`src/rtl/lcd_frame_sequencer.sv`:
```
`default_nettype none
// ============================================================================
//  Module      : lcd_frame_sequencer
//  Description : HD44780-compatible 8-bit, 2x16 character LCD sequencer.
//                Runs the power-up wait and initialisation command list on
//                its own, then on each update pulse snapshots both 128-bit
//                line images and streams them to the panel with setup,
//                enable-pulse and execution timing. The panel is write-only.
//                Optional feature macro: LCD_SEQ_PENDING_EN (a 1-deep pending
//                flag remembers an update that arrives while the sequencer
//                is not idle).
//  Revision    : 1.0 - initial release
// ============================================================================
module lcd_frame_sequencer #(
    parameter int POWERUP_CYCLES    = 3_000_000,
    parameter int SETUP_CYCLES      = 8,
    parameter int E_PULSE_CYCLES    = 50,
    parameter int CMD_WAIT_CYCLES   = 8000,
    parameter int CLEAR_WAIT_CYCLES = 328_000
) (
    input  logic         sys_clk,
    input  logic         sys_rst,
    input  logic [127:0] line0_data,
    input  logic [127:0] line1_data,
    input  logic         update,
    output logic         ready,
    output logic         busy,
    output logic [7:0]   lcd_data,
    output logic         lcd_e,
    output logic         lcd_rs,
    output logic         lcd_rw
);

    function automatic int f_max(input int a, input int b);
        return (a > b) ? a : b;
    endfunction

    // The phase counter only ever counts up to (parameter - 1), so it needs
    // just enough bits to hold the largest parameter minus one.
    localparam int c_MAX   = f_max(f_max(f_max(POWERUP_CYCLES, SETUP_CYCLES),
                                         f_max(E_PULSE_CYCLES, CMD_WAIT_CYCLES)),
                                   CLEAR_WAIT_CYCLES);
    localparam int c_CNT_W = (c_MAX > 1) ? $clog2(c_MAX) : 1;

    localparam logic [c_CNT_W-1:0] c_PWR_LAST = c_CNT_W'(POWERUP_CYCLES - 1);
    localparam logic [c_CNT_W-1:0] c_SET_LAST = c_CNT_W'(SETUP_CYCLES - 1);
    localparam logic [c_CNT_W-1:0] c_EHI_LAST = c_CNT_W'(E_PULSE_CYCLES - 1);
    localparam logic [c_CNT_W-1:0] c_CMD_LAST = c_CNT_W'(CMD_WAIT_CYCLES - 1);
    localparam logic [c_CNT_W-1:0] c_CLR_LAST = c_CNT_W'(CLEAR_WAIT_CYCLES - 1);

    localparam logic [5:0] c_INIT_LAST  = 6'd5;
    localparam logic [5:0] c_FRAME_LAST = 6'd33;
    localparam logic [7:0] c_CMD_CLEAR  = 8'h01;
    localparam logic [8:0] c_FIRST_INIT = {1'b0, 8'h38};
    localparam logic [8:0] c_LINE0_ADDR = {1'b0, 8'h80};

    typedef enum logic [1:0] {
        ST_PWRUP = 2'd0,
        ST_INIT  = 2'd1,
        ST_IDLE  = 2'd2,
        ST_FRAME = 2'd3
    } state_t;

    typedef enum logic [1:0] {
        PH_SETUP = 2'd0,
        PH_EHIGH = 2'd1,
        PH_WAIT  = 2'd2
    } phase_t;

    state_t              r_state;
    phase_t              r_phase;
    logic [c_CNT_W-1:0]  r_cnt;
    logic [5:0]          r_idx;
    logic [127:0]        r_shadow0;
    logic [127:0]        r_shadow1;

    logic [c_CNT_W-1:0]  w_wait_last;
    logic                w_in_xfer;
    logic                w_xfer_done;
    logic                w_last_xfer;
    logic                w_seq_done;
    logic                w_restart;
    logic                w_start_frame;
    logic [5:0]          w_next_idx;
    logic [8:0]          w_next_byte;

    // Initialisation command list, indexed by transfer number.
    function automatic logic [7:0] f_init_cmd(input logic [5:0] idx);
        case (idx)
            6'd0, 6'd1, 6'd2: return 8'h38;
            6'd3:             return 8'h0C;
            6'd4:             return c_CMD_CLEAR;
            default:          return 8'h06;
        endcase
    endfunction

    // Frame transfer list as {rs, data}: address, 16 chars, address, 16 chars.
    function automatic logic [8:0] f_frame_byte(input logic [5:0]   idx,
                                                input logic [127:0] l0,
                                                input logic [127:0] l1);
        logic [6:0] sel;
        int         k;
        k   = int'(idx);
        sel = 7'd0;
        if (k == 0) begin
            return c_LINE0_ADDR;
        end else if (k <= 16) begin
            sel = 7'(8 * (16 - k));
            return {1'b1, l0[sel +: 8]};
        end else if (k == 17) begin
            return {1'b0, 8'hC0};
        end else if (k <= 33) begin
            sel = 7'(8 * (33 - k));
            return {1'b1, l1[sel +: 8]};
        end
        return 9'h000;
    endfunction

    // Clear needs the long execution wait; everything else uses the short one.
    assign w_wait_last   = (!lcd_rs && (lcd_data == c_CMD_CLEAR)) ? c_CLR_LAST : c_CMD_LAST;
    assign w_in_xfer     = (r_state == ST_INIT) || (r_state == ST_FRAME);
    assign w_xfer_done   = w_in_xfer && (r_phase == PH_WAIT) && (r_cnt == w_wait_last);
    assign w_last_xfer   = (r_state == ST_INIT) ? (r_idx == c_INIT_LAST) : (r_idx == c_FRAME_LAST);
    assign w_seq_done    = w_xfer_done && w_last_xfer;
    assign w_next_idx    = r_idx + 6'd1;
    assign w_next_byte   = (r_state == ST_INIT) ? {1'b0, f_init_cmd(w_next_idx)}
                                                : f_frame_byte(w_next_idx, r_shadow0, r_shadow1);
    assign w_start_frame = ((r_state == ST_IDLE) && update) || (w_seq_done && w_restart);

`ifdef LCD_SEQ_PENDING_EN
    logic r_pending;

    // Remember one update seen outside IDLE; consumed when a sequence ends.
    always_ff @(posedge sys_clk or posedge sys_rst) begin
        if (sys_rst) begin
            r_pending <= 1'b0;
        end else if (w_seq_done) begin
            r_pending <= 1'b0;
        end else if (update && (r_state != ST_IDLE)) begin
            r_pending <= 1'b1;
        end
    end

    // An update coinciding with the final wait cycle restarts directly too.
    assign w_restart = r_pending || update;
`else
    assign w_restart = 1'b0;
`endif

    assign lcd_rw = 1'b0;

    // Main sequencer: state, phase timing, transfer index and LCD bus drive.
    always_ff @(posedge sys_clk or posedge sys_rst) begin
        if (sys_rst) begin
            r_state   <= ST_PWRUP;
            r_phase   <= PH_SETUP;
            r_cnt     <= '0;
            r_idx     <= 6'd0;
            r_shadow0 <= '0;
            r_shadow1 <= '0;
            lcd_data  <= 8'h00;
            lcd_rs    <= 1'b0;
            lcd_e     <= 1'b0;
            ready     <= 1'b0;
            busy      <= 1'b1;
        end else begin
            if ((r_state == ST_INIT) && w_seq_done) begin
                ready <= 1'b1;
            end

            if (w_start_frame) begin
                r_shadow0          <= line0_data;
                r_shadow1          <= line1_data;
                r_state            <= ST_FRAME;
                r_phase            <= PH_SETUP;
                r_cnt              <= '0;
                r_idx              <= 6'd0;
                {lcd_rs, lcd_data} <= c_LINE0_ADDR;
                lcd_e              <= 1'b0;
                busy               <= 1'b1;
            end else begin
                case (r_state)
                    ST_PWRUP: begin
                        if (r_cnt == c_PWR_LAST) begin
                            r_state            <= ST_INIT;
                            r_phase            <= PH_SETUP;
                            r_cnt              <= '0;
                            r_idx              <= 6'd0;
                            {lcd_rs, lcd_data} <= c_FIRST_INIT;
                        end else begin
                            r_cnt <= r_cnt + 1'b1;
                        end
                    end

                    ST_INIT, ST_FRAME: begin
                        case (r_phase)
                            PH_SETUP: begin
                                if (r_cnt == c_SET_LAST) begin
                                    r_phase <= PH_EHIGH;
                                    r_cnt   <= '0;
                                    lcd_e   <= 1'b1;
                                end else begin
                                    r_cnt <= r_cnt + 1'b1;
                                end
                            end
                            PH_EHIGH: begin
                                if (r_cnt == c_EHI_LAST) begin
                                    r_phase <= PH_WAIT;
                                    r_cnt   <= '0;
                                    lcd_e   <= 1'b0;
                                end else begin
                                    r_cnt <= r_cnt + 1'b1;
                                end
                            end
                            PH_WAIT: begin
                                if (w_xfer_done) begin
                                    r_cnt <= '0;
                                    if (w_last_xfer) begin
                                        r_state <= ST_IDLE;
                                        r_phase <= PH_SETUP;
                                        busy    <= 1'b0;
                                    end else begin
                                        r_idx              <= w_next_idx;
                                        r_phase            <= PH_SETUP;
                                        {lcd_rs, lcd_data} <= w_next_byte;
                                    end
                                end else begin
                                    r_cnt <= r_cnt + 1'b1;
                                end
                            end
                            default: begin
                                r_phase <= PH_SETUP;
                                r_cnt   <= '0;
                            end
                        endcase
                    end

                    default: begin
                        // IDLE: bus holds its last value until the next frame.
                        r_cnt <= '0;
                    end
                endcase
            end
        end
    end

endmodule
`default_nettype wire
```
`config.mk`:
```
export PLATFORM = sky130hd
export DESIGN_NAME = lcd_frame_sequencer
export DESIGN_NICKNAME = d
export VERILOG_FILES = /design/src/rtl/lcd_frame_sequencer.sv
export SDC_FILE = /design/constraint.sdc
export NUM_CORES = 1
export LEC_CHECK = 0
export ABC_AREA = 1
export BUFFER_PORTS_ARGS = -buffer_cell sky130_fd_sc_hd__buf_2
export CAP_MARGIN = 20
export CORE_UTILIZATION = 55
export CTS_CLUSTER_DIAMETER = 60
export DETAILED_ROUTE_END_ITERATION = 16
export PLACE_DENSITY = 0.79
export SYNTH_ARGS = -nofsm -noshare
export SYNTH_HDL_FRONTEND = slang
export SYNTH_SLANG_ARGS = --single-unit
```
`constraint.sdc`:
```
create_clock -name sys_clk -period 13.1 [get_ports sys_clk]
set_clock_uncertainty 0.2 [all_clocks]
set_input_delay 0.655 -clock sys_clk [delete_from_list [all_inputs] [get_ports sys_clk]]
set_output_delay 0.655 -clock sys_clk [all_outputs]
set_load 0.01 [all_outputs]
```
==> After elaboration in Yosys (flattened, before gate mapping) <==
Cells that the tools add are included.
{ "word_totals": {"regBits": 300, "input_bits": 259, "out_inout_bits": 13, "wordCells": 132} }
{ "op_classes": {"n_addsub": 4, "order_cmp": 2, "eq_ne": 27, "shift": 2, "n_mux": 61, "n_reduce_logical": 25} }
{ "op_table": {"columns": ["op", "n"], "rows": [
  ["$shiftx 128x8->8", 2],
  ["$mux 22", 5],
  ["$pmux 22 s3", 1],
  ["$mux 9", 6],
  ["$pmux 22 s2", 1],
  ["$mux 8", 5],
  ["$mux 6", 5],
  ["$add 22x1->22 const B", 1],
  ["$eq 22x19->1", 1],
  ["$eq 22x22->1 const B", 1],
  ["$eq 22x3->1 const B", 1],
  ["$eq 22x6->1 const B", 1],
  ["$ne 3x3->1 const B", 7],
  ["$mux 2", 10],
  ["$mux 1", 19],
  ["$mux 19", 1],
  ["$pmux 6 s3", 1],
  ["$pmux 8 s2", 1],
  ["$reduce_and 5->1", 3],
  ["$eq 6x2->1 const B", 2],
  ["$eq 6x3->1 const B", 2],
  ["$eq 6x6->1 const B", 2],
  ["$logic_not 6->1", 2],
  ["$ne 4x4->1 const B", 3],
  ["21 further kinds", 38]
]} }

==> Depth between registers and ports, before layout <==
{ "depth": {"ltp_word": 14, "mapped_depth": 21, "mapped_depth_nobuf": 17} }

==> Least setup slack after synthesis <==
Ideal clock, no wire load.
{ "synth_timing": {"path_type": "reg-to-reg", "from": "register r_idx[0]", "to": "register lcd_data[1]", "setup_time_ns": 0.117, "arrival_time_ns": 2.925, "required_time_ns": 12.783, "path_slack_ns": 9.858, "path_stages_with_launch": 22, "path_buffers": 7, "period_less_slack_ns": 3.242, "path_cell_list": "dfrtp_1 -> buf_4 -> inv_2 -> buf_4 -> buf_2 -> ha_1 -> inv_1 -> buf_2 -> buf_2 -> ha_1 -> clkbuf_1 -> inv_1 -> clkbuf_1 -> nand2_1 -> nand2_1 -> nand2_1 -> nand3_1 -> nand2_1 -> nand3_1 -> nand2_1 -> nand2_1 -> nand2_1"} }
{ "synth_between": {"elab_chain_cells": 14, "elab_cells_between_ends": 36, "cone_classes": "add/sub: 3; order compare: 2; eq/ne: 8; shift: 2; mux: 17; reduce/logical: 4"} }
{ "synth_lines": {"columns": ["item", "line_no", "source"], "rows": [
  ["start: declaration", "73", "logic [5:0] r_idx;"],
  ["start signal: assignment", "223", "r_idx <= w_next_idx;"],
  ["$add 6x1->6", "125", "assign w_next_idx = r_idx + 6'd1;"],
  ["$sub 1x4->4", "113", "sel = 7'(8 * (33 - k));"],
  ["$shiftx 128x8->8", "114", "return {1'b1, l1[sel +: 8]};"],
  ["$mux 9", "112", "end else if (k <= 33) begin"],
  ["$mux 9", "110", "end else if (k == 17) begin"],
  ["$mux 9", "107", "end else if (k <= 16) begin"],
  ["$mux 9", "105", "if (k == 0) begin"],
  ["$mux 9", "116", "return 9'h000;"],
  ["$mux 9", "126", "assign w_next_byte = (r_state == ST_INIT) ? {1'b0, f_init_cmd(w_next_idx)}"],
  ["$mux 8", "218", "if (w_last_xfer) begin"],
  ["$mux 8", "216", "if (w_xfer_done) begin"],
  ["$mux 8", "196", "case (r_phase)"],
  ["$pmux 8 s2", "182", "case (r_state)"],
  ["$mux 8", "171", "if (w_start_frame) begin"],
  ["end signal: assignment", "178", "{lcd_rs, lcd_data} <= c_LINE0_ADDR;"],
  ["end signal: assignment", "189", "{lcd_rs, lcd_data} <= c_FIRST_INIT;"],
  ["end signal: assignment", "225", "{lcd_rs, lcd_data} <= w_next_byte;"],
  ["end: declaration", "28", "output logic [7:0] lcd_data,"]
]} }
Parallel ways exist; a longest one is shown, timed or not. The select of a mux whose other input is x is not followed.
A chain may end at the register's enable or synchronous reset.

==> Final worst setup path <==
{ "layout_timing": {"from": "register r_idx[0]", "to": "register lcd_data[4]"} }
Same word-level chain as after synthesis.

==> results.yml <==
power_and_ir_drop:
  p_leak_nw: 9.51
  p_int_mw: 2.00
  clockPowerShare: 0.332
  vdd_drop_max_mv: 0.111
  p_seq_frac: 0.380
  swShare: 0.355
  power_frac_comb: 0.287
  p_switching_mw: 1.10
  total_power_mw: 3.10
  p_per_area_mw_per_mm2: 174
synth:
  yosysUniqueCellTypes: 39
  post-synth-top-count-cell: "nand2_1"
  syn_area_mm2: 0.0153
  synth_cells: 2090
  synthArstFlopShare: 1.00
  synth_common_cells: "nand2_1, dfrtp_1, nand3_1"
  synth_seq_cells: 300
  synth_area_per_cell_um2: 7.31
  synth_edf_count: 0
  synth_area_leader_cell: "dfrtp_1"
  synth_top_area_frac: 0.490
  syn-num-nets: 2356
  ys_warn_count: 0
  synthTopCellsByArea: "dfrtp_1, nand2_1, nand3_1"
  ys_seq_area_frac: 0.492
  synth_ff_type: "dfrtp_1"
route:
  routedWlPerCell_um: 16.1
  routed_wl_mm: 43.3
  via_count: 14300
  ant_nets: 0
  drt_first_pass_iters: 6
  viasPerCell: 5.30
  drt_iter0_drc: 1143
  drc: 0
grt:
  antenna_found_initial: 1
  grt_pass1_wl_mm: 70.1
  grt_use_total: 0.310
  grt_max_degree: 244
  grt_pass1_vias: 13900
  grt-ovfl-total: 0
sta:
  finalHoldViolCount: 0
  fin_crit_ns: 4.46
  fin_tns_setup_ns: 0
  grt_setup_unrepaired: "false"
  finalSetupViolations: 0
  period_share: 0.340
  maxSlewViolCount: 0
  slew_headroom: 0.250
  fmax_mhz: 224
  tightest_slew_ns: 1.12
  fin_ws_ns: 8.64
critical_path:
  crit_type: "reg2reg"
  critPathMaxStageDelay_ns: 0.97
  start_kind: "flip-flop"
  path_cells: "inv_4, ha_1, inv_1, ha_1, inv_1, nand2_1, nand2_1, nand2_1, nand3_1, nand2_1, nand3_1, nand2_1, nand2_1, nand2_1"
  arrival_ns: 4.71
  crit_required_ns: 13.35
  worstSetupEndpointType: "flip-flop"
  path_max_fanout: 75
  path_common_cell: "nand2_1"
  slowest_stage: "dfrtp_4"
status:
  status: "finished clean"
clocking:
  cts_buffer_depth: 3
  insertion_delay_ns: 0.53
  ctsResizeCount: 0
  clk_pin_slew_worst_paths_ns: 0.06
  cts_htree_levels: 2
  cts_tree: "yes"
  cts.sink_count: 300
  root_buffer: "clkbuf_16"
  post_cts_buffers: 0
  cts_buffers: 36
  cts_hold_buf: 0
place:
  place.gp.congestion: 0.959
  portBuffers: 270
  post-dp-hpwl_mm: 29.5
  dpl_worst_slack_ns: 8.73
  place_inst: 2626
floorplanning:
  coreArea_mm2: 0.0271
  rows: 60
  start_util: 0.564
  pin_count: 272
  fp.dieW_um: 169
  dieArea_mm2: 0.0284
  fp.dieH_um: 169
worst_hold_path:
  holdCritPathClass: "in2async"
final_layout:
  fin_cells: 2693
  seqCellArea_mm2: 0.00751
  fillers: 2340
  multi_input_area_mm2: 0.00657
  area_growth_pct: 16.4
  drive_gt1_frac: 0.165
  nets: 2558
run:
  drv_cap: 0
flip-flops by register name (all words and copies together) (netlist names):
name / cells
r_cnt: 22
r_shadow0: 128
lcd_e: 1
r_phase: 2
busy: 1
r_shadow1: 128
r_state: 2
ready: 1
lcd_data: 8
r_idx: 6
lcd_rs: 1
area by class of cell:
type,count,area share
inverter,141,0.0305
clock buffer,49,0.0574
sequential,300,0.423
multi-input combinational,1533,0.370
antenna,1,0.000141
clock inverter,17,0.0117
tap,372,0.0262
timing repair buffer,280,0.0817
worst paths after layout:
| path | cells past startpoint | endpoint | startpoint | slack, ns |
|---|---|---|---|---|
| max reg2reg | 14 | lcd_data[4]$_DFFE_PP0P_ | r_idx[0]$_DFFE_PP0P_ | 8.64 |
| max in group asynchronous | 3 | r_shadow1[113]$_DFFE_PP0P_ | sys_rst | 11.10 |
| min reg2reg | 2 | r_shadow1[48]$_DFFE_PP0P_ | r_shadow1[48]$_DFFE_PP0P_ | 0.27 |
| min | 2 | r_shadow1[127]$_DFFE_PP0P_ | sys_rst | 0.06 |
| max | 14 | lcd_data[4]$_DFFE_PP0P_ | r_idx[0]$_DFFE_PP0P_ | 8.64 |
| min in group sys_clk | 3 | r_shadow1[60]$_DFFE_PP0P_ | line1_data[60] | 0.13 |
worst max-delay path: cells and delay by family, from the launching register on:
family	cells	cell delay (ns)
adder cells (fa/ha/maj)	2	1.02
flip-flops	1	0.97
AND/OR/NAND/NOR	9	0.74
buffers and inverters	3	1.45
per-stage QoR:
stage | util | hold slack (ns) | area (um2)
after floorplan | - | 0.237 | 15300
after global placement | 0.610 | 0.250 | 16500
after detailed placement | 0.610 | 0.258 | 16500
after CTS | 0.656 | 0.104 | 17800
after global routing | 0.656 | 0.135 | 17800
final | 0.656 | 0.0591 | 17800
power by group through the flow:
stage                     Sequential [mW]  Combinational (mW)  Clock (mW)
after floorplan                      1.15               0.658           0
after global placement               1.18               0.864           0
after detailed placement             1.19               0.882           0
after CTS                            1.17               0.890        1.04
after global routing                 1.19                1.01        1.07
final                                1.18               0.891        1.03
cell families after synthesis:
group,synth area share
AO/OA/AOI/OAI,0.0592
XOR/XNOR,0.00746
adder cells (fa/ha/maj),0.00573
buffers and inverters,0.0786
flip-flops,0.492
other,0.000246
AND/OR/NAND/NOR,0.357
metal layers:
metal  GRT usage  routed length, um  vias up  share of wire
met3      0.0402               3030       90          0.070
met1       0.424              18500     6705           0.43
met4       0.100               1300        0          0.030
met5           0                  0        -              0
li1            -                  -     6889              -
met2       0.512              20500      576           0.47
layout by cell type, fill, tap and decap left out, types with 3 or more instances in the layout:
cell	n
ha_1	7
o21ai_0	113
buf_2	270
clkinv_2	7
inv_6	3
nor4_1	5
clkbuf_8	5
nand2_1	1057
inv_2	7
dfrtp_1	298
xor2_1	11
clkbuf_1	7
nand2_2	8
bufinv_16	4
nor3_1	11
o211ai_1	16
clkbuf_16	37
nand3_2	4
nand3_1	167
buf_4	8
inv_1	129
nor2_2	8
o21ai_1	8
nand4_1	10
nor2_4	3
nor2_1	67
a21oi_1	21
Note: power is estimated with default switching activity, not from simulation.
